==> src/rtl/bus_arbiter.sv <==
// Two-master / one-slave Wishbone-style arbiter with alternating tie priority.
// Optional stalled-strobe bus-error timeout is enabled by defining ARB_TIMEOUT_EN.
module bus_arbiter #(
   parameter int unsigned AW      = 16,
   parameter int unsigned DW      = 32,
   parameter int unsigned TIMEOUT = 15
) (
   input  logic          clk,
   input  logic          rst,

   input  logic          i_cyc_i,
   input  logic          i_stb_i,
   input  logic [AW-1:0] i_adr_i,
   output logic [DW-1:0] i_dat_o,
   output logic          i_ack_o,
   output logic          i_err_o,

   input  logic          d_cyc_i,
   input  logic          d_stb_i,
   input  logic          d_we_i,
   input  logic [AW-1:0] d_adr_i,
   input  logic [DW-1:0] d_dat_i,
   output logic [DW-1:0] d_dat_o,
   output logic          d_ack_o,
   output logic          d_err_o,

   output logic          s_cyc_o,
   output logic          s_stb_o,
   output logic          s_we_o,
   output logic [AW-1:0] s_adr_o,
   output logic [DW-1:0] s_dat_o,
   input  logic [DW-1:0] s_dat_i,
   input  logic          s_ack_i,

   output logic [1:0]    gnt_o
);

   typedef enum logic [1:0] {
      IDLE  = 2'd0,
      GNT_I = 2'd1,
      GNT_D = 2'd2
   } state_t;

   state_t state_q, state_d;
   logic   pri_i_q, pri_i_d;
   logic   stb_req;
   logic   to_hit;
   logic   ack_fwd;

   always_ff @(posedge clk or negedge rst) begin
      if (!rst) begin
         state_q <= IDLE;
         pri_i_q <= 1'b0;
      end else begin
         state_q <= state_d;
         pri_i_q <= pri_i_d;
      end
   end

   // Releasing a tenure always passes through IDLE, giving one dead cycle.
   always_comb begin
      state_d = state_q;
      pri_i_d = pri_i_q;
      case (state_q)
         IDLE: begin
            if (i_cyc_i && (!d_cyc_i || pri_i_q))
               state_d = GNT_I;
            else if (d_cyc_i)
               state_d = GNT_D;
         end
         GNT_I: begin
            if (!i_cyc_i) begin
               state_d = IDLE;
               pri_i_d = 1'b0;
            end
         end
         GNT_D: begin
            if (!d_cyc_i) begin
               state_d = IDLE;
               pri_i_d = 1'b1;
            end
         end
         default: state_d = IDLE;
      endcase
   end

   assign stb_req = (state_q == GNT_I) ? i_stb_i :
                    (state_q == GNT_D) ? d_stb_i : 1'b0;

   always_comb begin
      gnt_o   = 2'b00;
      s_cyc_o = 1'b0;
      s_we_o  = 1'b0;
      s_adr_o = '0;
      s_dat_o = '0;
      i_dat_o = '0;
      d_dat_o = '0;
      case (state_q)
         GNT_I: begin
            gnt_o   = 2'b01;
            s_cyc_o = i_cyc_i;
            s_adr_o = i_adr_i;
            i_dat_o = s_dat_i;
         end
         GNT_D: begin
            gnt_o   = 2'b10;
            s_cyc_o = d_cyc_i;
            s_we_o  = d_we_i;
            s_adr_o = d_adr_i;
            s_dat_o = d_dat_i;
            d_dat_o = s_dat_i;
         end
         default: ;
      endcase
   end

`ifdef ARB_TIMEOUT_EN
   localparam int unsigned CW = (TIMEOUT > 0) ? $clog2(TIMEOUT + 1) : 1;

   logic [CW-1:0] to_q, to_d;

   // The TIMEOUT-th consecutive stalled cycle is the one that fires, so the
   // compare is against the count already accumulated before this cycle.
   assign to_hit = stb_req && !s_ack_i && (to_q == CW'(TIMEOUT - 1));

   always_comb begin
      to_d = to_q + 1'b1;
      if (!stb_req || s_ack_i || to_hit || (state_d != state_q))
         to_d = '0;
   end

   always_ff @(posedge clk or negedge rst) begin
      if (!rst)
         to_q <= '0;
      else
         to_q <= to_d;
   end
`else
   assign to_hit = 1'b0;
`endif

   assign s_stb_o = stb_req && !to_hit;
   assign ack_fwd = s_stb_o && s_ack_i;
   assign i_ack_o = ack_fwd && (state_q == GNT_I);
   assign d_ack_o = ack_fwd && (state_q == GNT_D);
   assign i_err_o = to_hit && (state_q == GNT_I);
   assign d_err_o = to_hit && (state_q == GNT_D);

endmodule

==> config.mk <==
export PLATFORM = sky130hd
export DESIGN_NAME = bus_arbiter
export DESIGN_NICKNAME = d
export VERILOG_FILES = /design/src/rtl/bus_arbiter.sv
export SDC_FILE = /design/constraint.sdc
export NUM_CORES = 1
export LEC_CHECK = 0
export BUFFER_PORTS_ARGS = -buffer_cell sky130_fd_sc_hd__buf_2
export CAP_MARGIN = 15
export CELL_PAD_IN_SITES_DETAIL_PLACEMENT = 0
export CELL_PAD_IN_SITES_GLOBAL_PLACEMENT = 1
export CORE_AREA = 5 5 85 118
export CTS_CLUSTER_SIZE = 20
export DETAILED_ROUTE_END_ITERATION = 16
export DIE_AREA = 0 0 90 123
export PLACE_DENSITY = 0.82
export SYNTH_ARGS = -nofsm -noshare
export SYNTH_HDL_FRONTEND = slang
export SYNTH_SLANG_ARGS = --single-unit
==> constraint.sdc <==
create_clock -name clk -period 1.9 [get_ports clk]
set_input_delay 0.095 -clock clk [delete_from_list [all_inputs] [get_ports clk]]
set_output_delay 0.095 -clock clk [all_outputs]
set_load 0.02 [all_outputs]
==> summary.md, run 1 <==
| Metric | Value |
|---|---|
| Worst Path Required | 1.80 ns |
| Leak | 1.57 nW |
| Die area | 11100 um^2 |
| Simple-gate share of the synthesized area | 0.627 |
| Hold WC Path Type | in -> async |
| RePlAce Congestion | 0.726 |
| Global-route wire length before repair | 9080 um |
| Final Setup Violations | 0 |
| Share of the synthesized area in the top cell type | 0.512 |
| Most frequent cells in the layout | buf_2 (222), and2_1 (98), a22oi_1 (17) |
| Cell Int Power | 1.37 mW |
| Remaining antenna violation count | 0 |
| Clock Path Buffers | 2 |
| Top post-synthesis cells by area | and2_1 (51%), a22oi_1 (11%), nor2b_1 (8.4%) |
| Gr ovfl total | 0 |
| R2R Path Start | state_q[1] |
| Synth warn | 0 |
| Compound-Gate Fraction of Synth Area | 0.152 |
| Synthesized-area fraction occupied by adder cells | 0.0522 |
| Rows | 41 |
| Vias per Instance | 3.93 |
| CTS tree | built |
| Post-Syn Instances | 178 |
| Share of cells above drive strength 1 | 0.588 |
| Status | finished, final reports clean |
| Max cap viols | 0 |
| Power Dens Cells | 1240 nW/um^2 |
| Hold Slack | 0.219 ns |
| Root Buffer | clkbuf_16 |
| Post-route core utilization | 0.280 |
| Overall power | 3.08 mW |
| CP arrival | 1.65 ns |
| Switching share of power | 0.554 |
| Core area | 8870 um^2 |
| # fillers | 993 |
| Seq cells post-synth | 3 |
| Seq/Total Area, Yosys | 0.0627 |
| Largest family of logic cells by synthesized area | simple AND/OR/NAND/NOR gates |
| Post-synthesis cell type count | 23 |
| Total number of vias | 1966 |
| Wirelength, routed | 6250 um |
| Die H | 123 um |
| Largest net degree at the start of global routing | 41 |
| Crit Path Category | reg -> out |
| Hold Vio Cnt, Final | 0 |
| Max FO, Critical Path | 40 |
| # diodes | 0 |
| Clock latency on the worst-skew pair | 0.23 ns |
| Setup Skew | 0.000257 ns |
| Synthesized area per cell | 6.73 um^2 |
| CP startpoint kind | flop |
| Max Slew Vio Count | 0 |
| Max VDD drop | 0.616 mV |
| Setup TNS | 0 ns |
| Synth area leader | and2_1 |
| HPWL after detailed placement | 5470 um |
| Num CTS Buffers | 3 |
| Switching power | 1.71 mW |
| Worst Setup SP | state_q[0] |
| Drc violations | 0 |
| # H-tree levels | 1 |
| Post-DP Area | 2380 um^2 |
| GR Util All Layers | 0.0972 |
| P&R area growth vs syn | 107% |
| Initial antenna violation count | 0 |
| Avg WL per Cell | 12.5 um |
| Top FF cell, synth | dfrtp_1 |
| Unrepaired setup endpoints after global routing | false |
| Combinational power share | 0.850 |
| Synth Cell Area | 1200 um^2 |
| CTS sink cnt | 3 |
| Postcts setup bufs | 0 |
| Drt pass-1 iters | 4 |
| Die W | 90 um |
| IO Port Bufs | 222 |
| Reg power frac | 0.039 |
| Period utilization | 0.918 |
| XOR/XNOR Fraction of Synth Area | 0 |
| Reg clk slew, reported paths | 0.03 ns |
| Share of flip-flops with an asynchronous set or reset | 1.00 |
| Finished Cell Area | 2480 um^2 |
| Initial Utilization | 0.135 |
| CP endpoint kind | output port |
| Clk pwr share | 0.111 |
| First DRT Iteration DRCs | 43 |
| Final #Nets | 503 |
| Number of enable flip-flop cells after synthesis | 0 |
| Vias in the first global route | 1893 |
| Min Tclk post-route | 1.74 ns |
| # IOs | 225 |
| Mux contribution to synthesized area | 0.00836 |
| Most common cell after layout, fill and taps aside | buf_2 |
| Maximum clock rate | 574 MHz |
critical path, cell delays in order (launching register included):
cell and delay (ns):
dfrtp_1 0.40, inv_1 0.15, ha_2 0.27, buf_6 0.24, and2_1 0.19, buf_2 0.17
through the flow:
step | setup slack [ns] | instances
5_1_grt | 0.0186 | 500
2_1_floorplan | 0.131 | 179
4_1_cts | 0.00164 | 500
3_5_place_dp | 0.223 | 495
6_report | 0.157 | 500
3_3_place_gp | 0.324 | 495
power by group through the flow:
| stage | Clock [mW] | Combinational [mW] | Sequential [mW] |
|---|---|---|---|
| CTS | 0.349 | 2.64 | 0.120 |
| detailed placement | 0 | 2.63 | 0.121 |
| global route | 0.352 | 2.85 | 0.125 |
| finish | 0.341 | 2.62 | 0.121 |
| global placement | 0 | 2.60 | 0.117 |
| floorplan | 0 | 1.81 | 0.114 |
state kept, by name, summed over array words and instances (netlist names):
name / flops
pri_i_q: 1
state_q: 2
cells in the mapped netlist (all sizes together) (2+ instances only):
cell,count
nand2,2
dfrtp,3
buf,10
a22oi,17
a21oi,3
ha,5
clkbuf,8
inv,4
and2,98
nand2b,2
nor2b,16
and3,2
logic make-up (layout without fill, tap and decap cells):
logic type,count (synthesis),in the layout
mux,1,1
buf+inv,22,236
fa+ha+maj,5,5
other cells,1,2
compound gates,25,25
simple gates,121,121
flops,3,3
cell type report:
type	instances	area, um^2	share of cell area
Timing Repair Buffer	228	1170	0.470
Multi-Input combinational cell	154	1010	0.409
Tap cell	107	134	0.0539
Clock buffer	4	78.8	0.0317
Sequential cell	3	75.1	0.0302
Inverter	4	15.0	0.00605
final timing paths:
check                              end  slack (ns)  depth (start not counted)
max reg2reg                 state_q[1]        0.43                          4
min                            pri_i_q        0.22                          2
min reg2reg                    pri_i_q        0.55                          2
max in group asynchronous   state_q[1]        1.57                          2
min in group clk               pri_i_q        0.26                          3
max                        s_dat_o[15]        0.16                          5
per-layer routing:
metal	vias up	track usage	wire length, um
li1	995	-	-
met1	834	0.110	2270
met2	125	0.169	3140
met3	12	0.0310	700
met4	0	0.0410	136
met5	-	0	0
timing repair:
action | CTS | global route
resized for setup | 0 | 3
endpoints found under the setup margin | 0 | 46
endpoints found under the hold margin | 3 | 0
hold buffers | 1 | 0
Note: power is estimated with default switching activity, not from simulation.
==> run 2: changes to the inputs <==
CORE_AREA = 4 4 84 117   (was 5 5 85 118)
DIE_AREA = 0 0 88 121   (was 0 0 90 123)
==> summary.md, run 2 (synthesized netlist as in run 1, its figures left out) <==
| Metric | Value |
|---|---|
| First DRT Iteration DRCs | 46 |
| Cell Chain, Critical Path | inv_1 -> ha_2 -> buf_4 -> a22oi_1 -> nor2b_1 -> buf_2 |
| Share of cells above drive strength 1 | 0.590 |
| Largest net degree at the start of global routing | 67 |
| Max Slew Vio Count | 0 |
| Cell Count, Final, Fillers Out | 500 |
| Hold WC Path Type | in -> async |
| Most common cell after layout, fill and taps aside | buf_2 |
| Top cell family by delay on the critical path | buffers and inverters |
| Leak | 1.57 nW |
| Initial antenna violation count | 0 |
| Die H | 121 um |
| CP arrival | 1.69 ns |
| IO Port Bufs | 222 |
| CTS tree | built |
| CTS sink cnt | 3 |
| Num CTS Buffers | 3 |
| Most flops, register | state_q |
| Drt pass-1 iters | 4 |
| Status | finished, final reports clean |
| # H-tree levels | 1 |
| Max VDD drop | 0.394 mV |
| Rows | 41 |
| Maximum clock rate | 562 MHz |
| Area of the multi-input gates | 1020 um^2 |
| Die W | 88 um |
| Clock Path Buffers | 2 |
| Crit Path Category | reg -> out |
| Initial Utilization | 0.135 |
| Top Registers | state_q: 2 flops, pri_i_q: 1 flops |
| Period utilization | 0.937 |
| Wirelength, routed | 6460 um |
| Register Area | 75.1 um^2 |
| Overall power | 3.12 mW |
| Power Dens Cells | 1250 nW/um^2 |
| Vias in the first global route | 1864 |
| Worst Path Required | 1.80 ns |
| Crit path largest cell delay | 0.40 ns |
| CP endpoint kind | output port |
| CP max-delay cell | dfrtp_1 |
| Setup Skew | 0.00245 ns |
| P&R area growth vs syn | 108% |
| Final Setup Violations | 0 |
| Min Tclk post-route | 1.78 ns |
| Gr ovfl total | 0 |
| R2R Path End | state_q[1] |
| Hold Vio Cnt, Final | 0 |
| RePlAce Congestion | 0.768 |
| Core area | 8870 um^2 |
| Worst slack at placement | 0.232 ns |
| GR Util All Layers | 0.109 |
| Final setup margin | 0.119 ns |
| R2R Path Start | state_q[0] |
| Max reg flops | 2 |
| Max cap viols | 0 |
| Final #Nets | 503 |
| # diodes | 0 |
| Total number of vias | 1998 |
| Worst Reg-to-Reg Cells | 6 |
| Die area | 10600 um^2 |
| # fillers | 984 |
| Root Buffer | clkbuf_16 |
| Max FO, Critical Path | 13 |
| Placed insts | 495 |
| Clock latency on the worst-skew pair | 0.22 ns |
| CP startpoint kind | flop |
| Reg clk slew, reported paths | 0.03 ns |
| # IOs | 225 |
| Drc violations | 0 |
| Unrepaired setup endpoints after global routing | true |
| FF-to-FF setup slack | 0.19 ns |
| Remaining antenna violation count | 0 |
| CP Buf/Inv Count | 3 |
| Avg WL per Cell | 12.9 um |
| Most frequent cells in the layout | buf_2 (222), and2_1 (98), a22oi_1 (17) |
| Vias per Instance | 4.00 |
| Global-route wire length before repair | 9070 um |
run 2: cell count changes in the layout (fill, tap and decap cells not counted):
cell	previous run	this run
buf_6	2	0
buf_4	3	4
ha_2	1	2
buf_12	0	1
ha_1	4	3
run 2: power by group:
| part | internal [mW] | switching [mW] |
|---|---|---|
| logic | 1.02 | 1.64 |
| registers | 0.0937 | 0.0262 |
| clock network | 0.277 | 0.0596 |
| total | 1.39 | 1.72 |
run 2: repair_timing:
action                                 CTS  global route
endpoints found under the hold margin    3             0
buffers inserted                         0             0
hold buffers                             1             0
gates resized for setup                  1             1
setup endpoints to repair               10             4
run 2: worst reg2reg max path: stages, from the launching register on:
cell and delay [ns]:
dfrtp_1 0.40, inv_1 0.14, ha_1 0.29, buf_12 0.25, nand2b_1 0.13, a21oi_1 0.08
a221o_1 0.30
run 2: per-stage QoR:
step | hold WS (ns) | area [um^2] | util | TNS (ns)
after floorplan | -0.201 | 1200 | - | 0
after global placement | -0.102 | 2400 | 0.270 | 0
after detailed placement | -0.100 | 2400 | 0.270 | 0
after CTS | 0.238 | 2490 | 0.280 | 0
after global routing | 0.258 | 2490 | 0.281 | -0.0156
final | 0.220 | 2490 | 0.281 | 0
run 2: routing by layer:
metal | global-route usage | part of all wire | up-vias
li1 | - | - | 997
met1 | 0.127 | 0.35 | 856
met2 | 0.194 | 0.51 | 135
met3 | 0.0190 | 0.12 | 10
met4 | 0.0432 | 0.019 | 0
met5 | 0 | 0 | -
run 2: worst max path at each step:
stage	startpoint	cells past startpoint	slack (ns)	endpoint
2_1_floorplan	state_q[0]	5	0.13	d_ack_o
3_3_place_gp	state_q[0]	6	0.28	state_q[1]
3_5_place_dp	state_q[0]	6	0.23	state_q[1]
4_1_cts	state_q[1]	6	0.09	s_adr_o[14]
5_1_grt	state_q[0]	6	-0.008	d_ack_o
6_report	state_q[1]	6	0.12	s_adr_o[9]
run 2: layout make-up:
cell class              count  share of cell area
repair buffers            228               0.470
multi-input cells         154               0.408
well taps                 107              0.0537
clock buffers               4              0.0316
flip-flops and latches      3              0.0301
inverters                   4             0.00603
==> run 3: changes to the inputs <==
--- a/config.mk
+++ b/config.mk
@@ -6,13 +6,14 @@
 export NUM_CORES = 1
 export LEC_CHECK = 0
+export ABC_AREA = 1
 export BUFFER_PORTS_ARGS = -buffer_cell sky130_fd_sc_hd__buf_2
 export CAP_MARGIN = 15
 export CELL_PAD_IN_SITES_DETAIL_PLACEMENT = 0
 export CELL_PAD_IN_SITES_GLOBAL_PLACEMENT = 1
-export CORE_AREA = 4 4 84 117
+export CORE_AREA = 4 4 89 125
 export CTS_CLUSTER_SIZE = 20
 export DETAILED_ROUTE_END_ITERATION = 16
-export DIE_AREA = 0 0 88 121
-export PLACE_DENSITY = 0.82
+export DIE_AREA = 0 0 93 129
+export PLACE_DENSITY = 0.81
 export SYNTH_ARGS = -nofsm -noshare
 export SYNTH_HDL_FRONTEND = slang
==> constraint.sdc (replaced) <==
create_clock -name clk -period 1.9 [get_ports clk]
set_input_delay 0.095 -clock clk [delete_from_list [all_inputs] [get_ports clk]]
set_output_delay 0.095 -clock clk [all_outputs]
set_load 0.005 [all_outputs]
==> summary.md, run 3 <==
| Metric | Value |
|---|---|
| Status | finished, final reports clean |
| Die H | 129 um |
| Seq/Total Area, Yosys | 0.0546 |
| Share of the synthesized area in the top cell type | 0.396 |
| Crit path largest cell delay | 0.39 ns |
| Reg power frac | 0.047 |
| Hold Slack | 0.189 ns |
| Most frequent cells in the layout | buf_2 (222), nand2_1 (145), inv_1 (105) |
| Switching share of power | 0.508 |
| CTS tree | built |
| # diodes | 0 |
| Top post-synthesis cells by area | nand2_1 (40%), inv_1 (29%), a21oi_1 (6.6%) |
| Drc violations | 0 |
| Top FF cell, synth | dfrtp_1 |
| Crit Path Category | reg -> out |
| Max FO, Critical Path | 11 |
| Overall power | 2.50 mW |
| Wirelength, routed | 6890 um |
| P&R area growth vs syn | 94.3% |
| Share of cells above drive strength 1 | 0.447 |
| Top Registers | state_q: 2 flops, pri_i_q: 1 flops |
| Max cap viols | 0 |
| Finished Cell Area | 2670 um^2 |
| First DRT Iteration DRCs | 34 |
| # H-tree levels | 1 |
| CP max-delay cell | dfrtp_1 |
| # fillers | 1154 |
| Most common cell after layout, fill and taps aside | buf_2 |
| Rows | 43 |
| Post-synth top cells | nand2_1 (145), inv_1 (105), a21oi_1 (18) |
| Register Area | 75.1 um^2 |
| Max Slew Vio Count | 0 |
| Initial antenna violation count | 0 |
| Final Setup Violations | 0 |
| Postcts setup bufs | 0 |
| Root Buffer | clkbuf_16 |
| Power Dens Cells | 938 nW/um^2 |
| Avg WL per Cell | 10.5 um |
| Clock Path Buffers | 2 |
| Number of enable flip-flop cells after synthesis | 0 |
| Synthesized area per cell | 4.46 um^2 |
| Max VDD drop | 0.534 mV |
| Total number of vias | 2389 |
| Core area | 9900 um^2 |
| Most flops, register | state_q |
| Remaining antenna violation count | 0 |
| Post-Syn Instances | 308 |
| Num CTS Buffers | 3 |
| Max reg flops | 2 |
| Die area | 12000 um^2 |
| Seq cells post-synth | 3 |
| HPWL after detailed placement | 5980 um |
| Combinational power share | 0.819 |
| Share of flip-flops with an asynchronous set or reset | 1.00 |
| Synth Cell Area | 1370 um^2 |
| Clk pwr share | 0.135 |
| # IOs | 225 |
| IO Port Bufs | 222 |
| Post-route core utilization | 0.270 |
| Drt pass-1 iters | 6 |
| Global-route wire length before repair | 10400 um |
| Setup Skew | 0.00232 ns |
| Synth warn | 0 |
| Clock latency on the worst-skew pair | 0.22 ns |
| Synth area leader | nand2_1 |
| Cell Chain, Critical Path | inv_1 -> ha_1 -> clkinv_1 -> buf_4 -> a21oi_1 -> buf_2 |
| Min Tclk post-route | 1.66 ns |
| Worst Path Required | 1.80 ns |
| Hold Vio Cnt, Final | 0 |
| CP startpoint kind | flop |
| Area of the multi-input gates | 753 um^2 |
| Maximum clock rate | 602 MHz |
| Die W | 93 um |
| Setup TNS | 0 ns |
| Leak | 2.35 nW |
| Switching power | 1.27 mW |
| CTS sink cnt | 3 |
| RePlAce Congestion | 0.778 |
| Reg clk slew, reported paths | 0.03 ns |
| Hold WC Path Type | in -> async |
| Top cell family by delay on the critical path | buffers and inverters |
| Vias in the first global route | 2230 |
| CP Buf/Inv Count | 4 |
| GR Util All Layers | 0.105 |
| CP endpoint kind | output port |
| Cell Int Power | 1.23 mW |
| Vias per Instance | 3.63 |
| Post-synthesis cell type count | 13 |
| Gr ovfl total | 0 |
| Period utilization | 0.875 |
| Initial Utilization | 0.139 |
| Final #Nets | 633 |
| Most frequent cell after synthesis | nand2_1 |
| CP arrival | 1.57 ns |
| Unrepaired setup endpoints after global routing | false |
| Post-DP Area | 2580 um^2 |
| Largest net degree at the start of global routing | 66 |
## run 3: changes by cell type after synthesis, sizes merged, moves of 2 or more
cell / change
nand2: +143
inv: +102
and2: -98
a22oi: -17
nor2b: -16
a21oi: +15
buf: +9
clkbuf: -8
nand3: +5
nor2: +5
and3: -2
nand2b: -2
## run 3: worst paths after layout
check	slack, ns	startpoint	to	cells past startpoint
hold reg to reg	0.48	pri_i_q	pri_i_q	2
setup / recovery	0.24	state_q[0]	s_adr_o[14]	6
setup reg to reg	0.62	state_q[1]	pri_i_q	6
hold / removal	0.19	rst	pri_i_q	2
max in group asynchronous	1.60	rst	state_q[0]	2
min in group clk	0.19	i_cyc_i	state_q[1]	4
## run 3: power groups by stage
stage               sequential (mW)  clock, mW  combinational, mW
finish                        0.117      0.337               2.05
detailed placement            0.117          0               2.10
floorplan                     0.111          0               1.21
CTS                           0.116      0.345               2.11
global route                  0.122      0.352               2.35
global placement              0.115          0               2.08
## run 3: timing repair
action / 4_1_cts / 5_1_grt
resized for setup: 0 / 0
endpoints found under the hold margin: 3 / 0
hold buffers: 1 / 0
## run 3: cells by family (layout without fill, tap and decap cells)
family                     Yosys count  in the layout  share of synthesized area
DFF                                  3              3                     0.0546
and+or+nand+nor                    155            155                      0.428
other                                1              2                    0.00273
AOI/OAI and AO/OA                   18             18                     0.0656
adders and majority gates            5              5                     0.0455
buffers and inverters              126            340                      0.403
## run 3: layout make-up
cell class | instances | share of cell area
timing repair buffer | 229 | 0.446
multi-input combinational | 180 | 0.282
inverter | 107 | 0.150
tap | 135 | 0.0633
clock buffer | 4 | 0.0295
sequential | 3 | 0.0281
## run 3: per-layer routing
metal	vias up	GRT usage	routed length, um
li1	1251	-	-
met4	0	0.0233	82
met1	1007	0.102	2290
met3	8	0.0263	771
met5	-	0	0
met2	123	0.215	3750
## run 3: metrics by stage
| step | setup WS [ns] | instances |
|---|---|---|
| global placement | 0.495 | 653 |
| CTS | 0.196 | 658 |
| finish | 0.238 | 658 |
| floorplan | 0.614 | 309 |
| global route | 0.0691 | 658 |
| detailed placement | 0.445 | 653 |
## run 3: worst reg2reg max path, delay by kind of cell, from the launching register on
family / cells / cell delay (ns)
flops: 1 / 0.40
fa+ha+maj: 1 / 0.24
buf+inv: 2 / 0.33
simple gates: 3 / 0.21
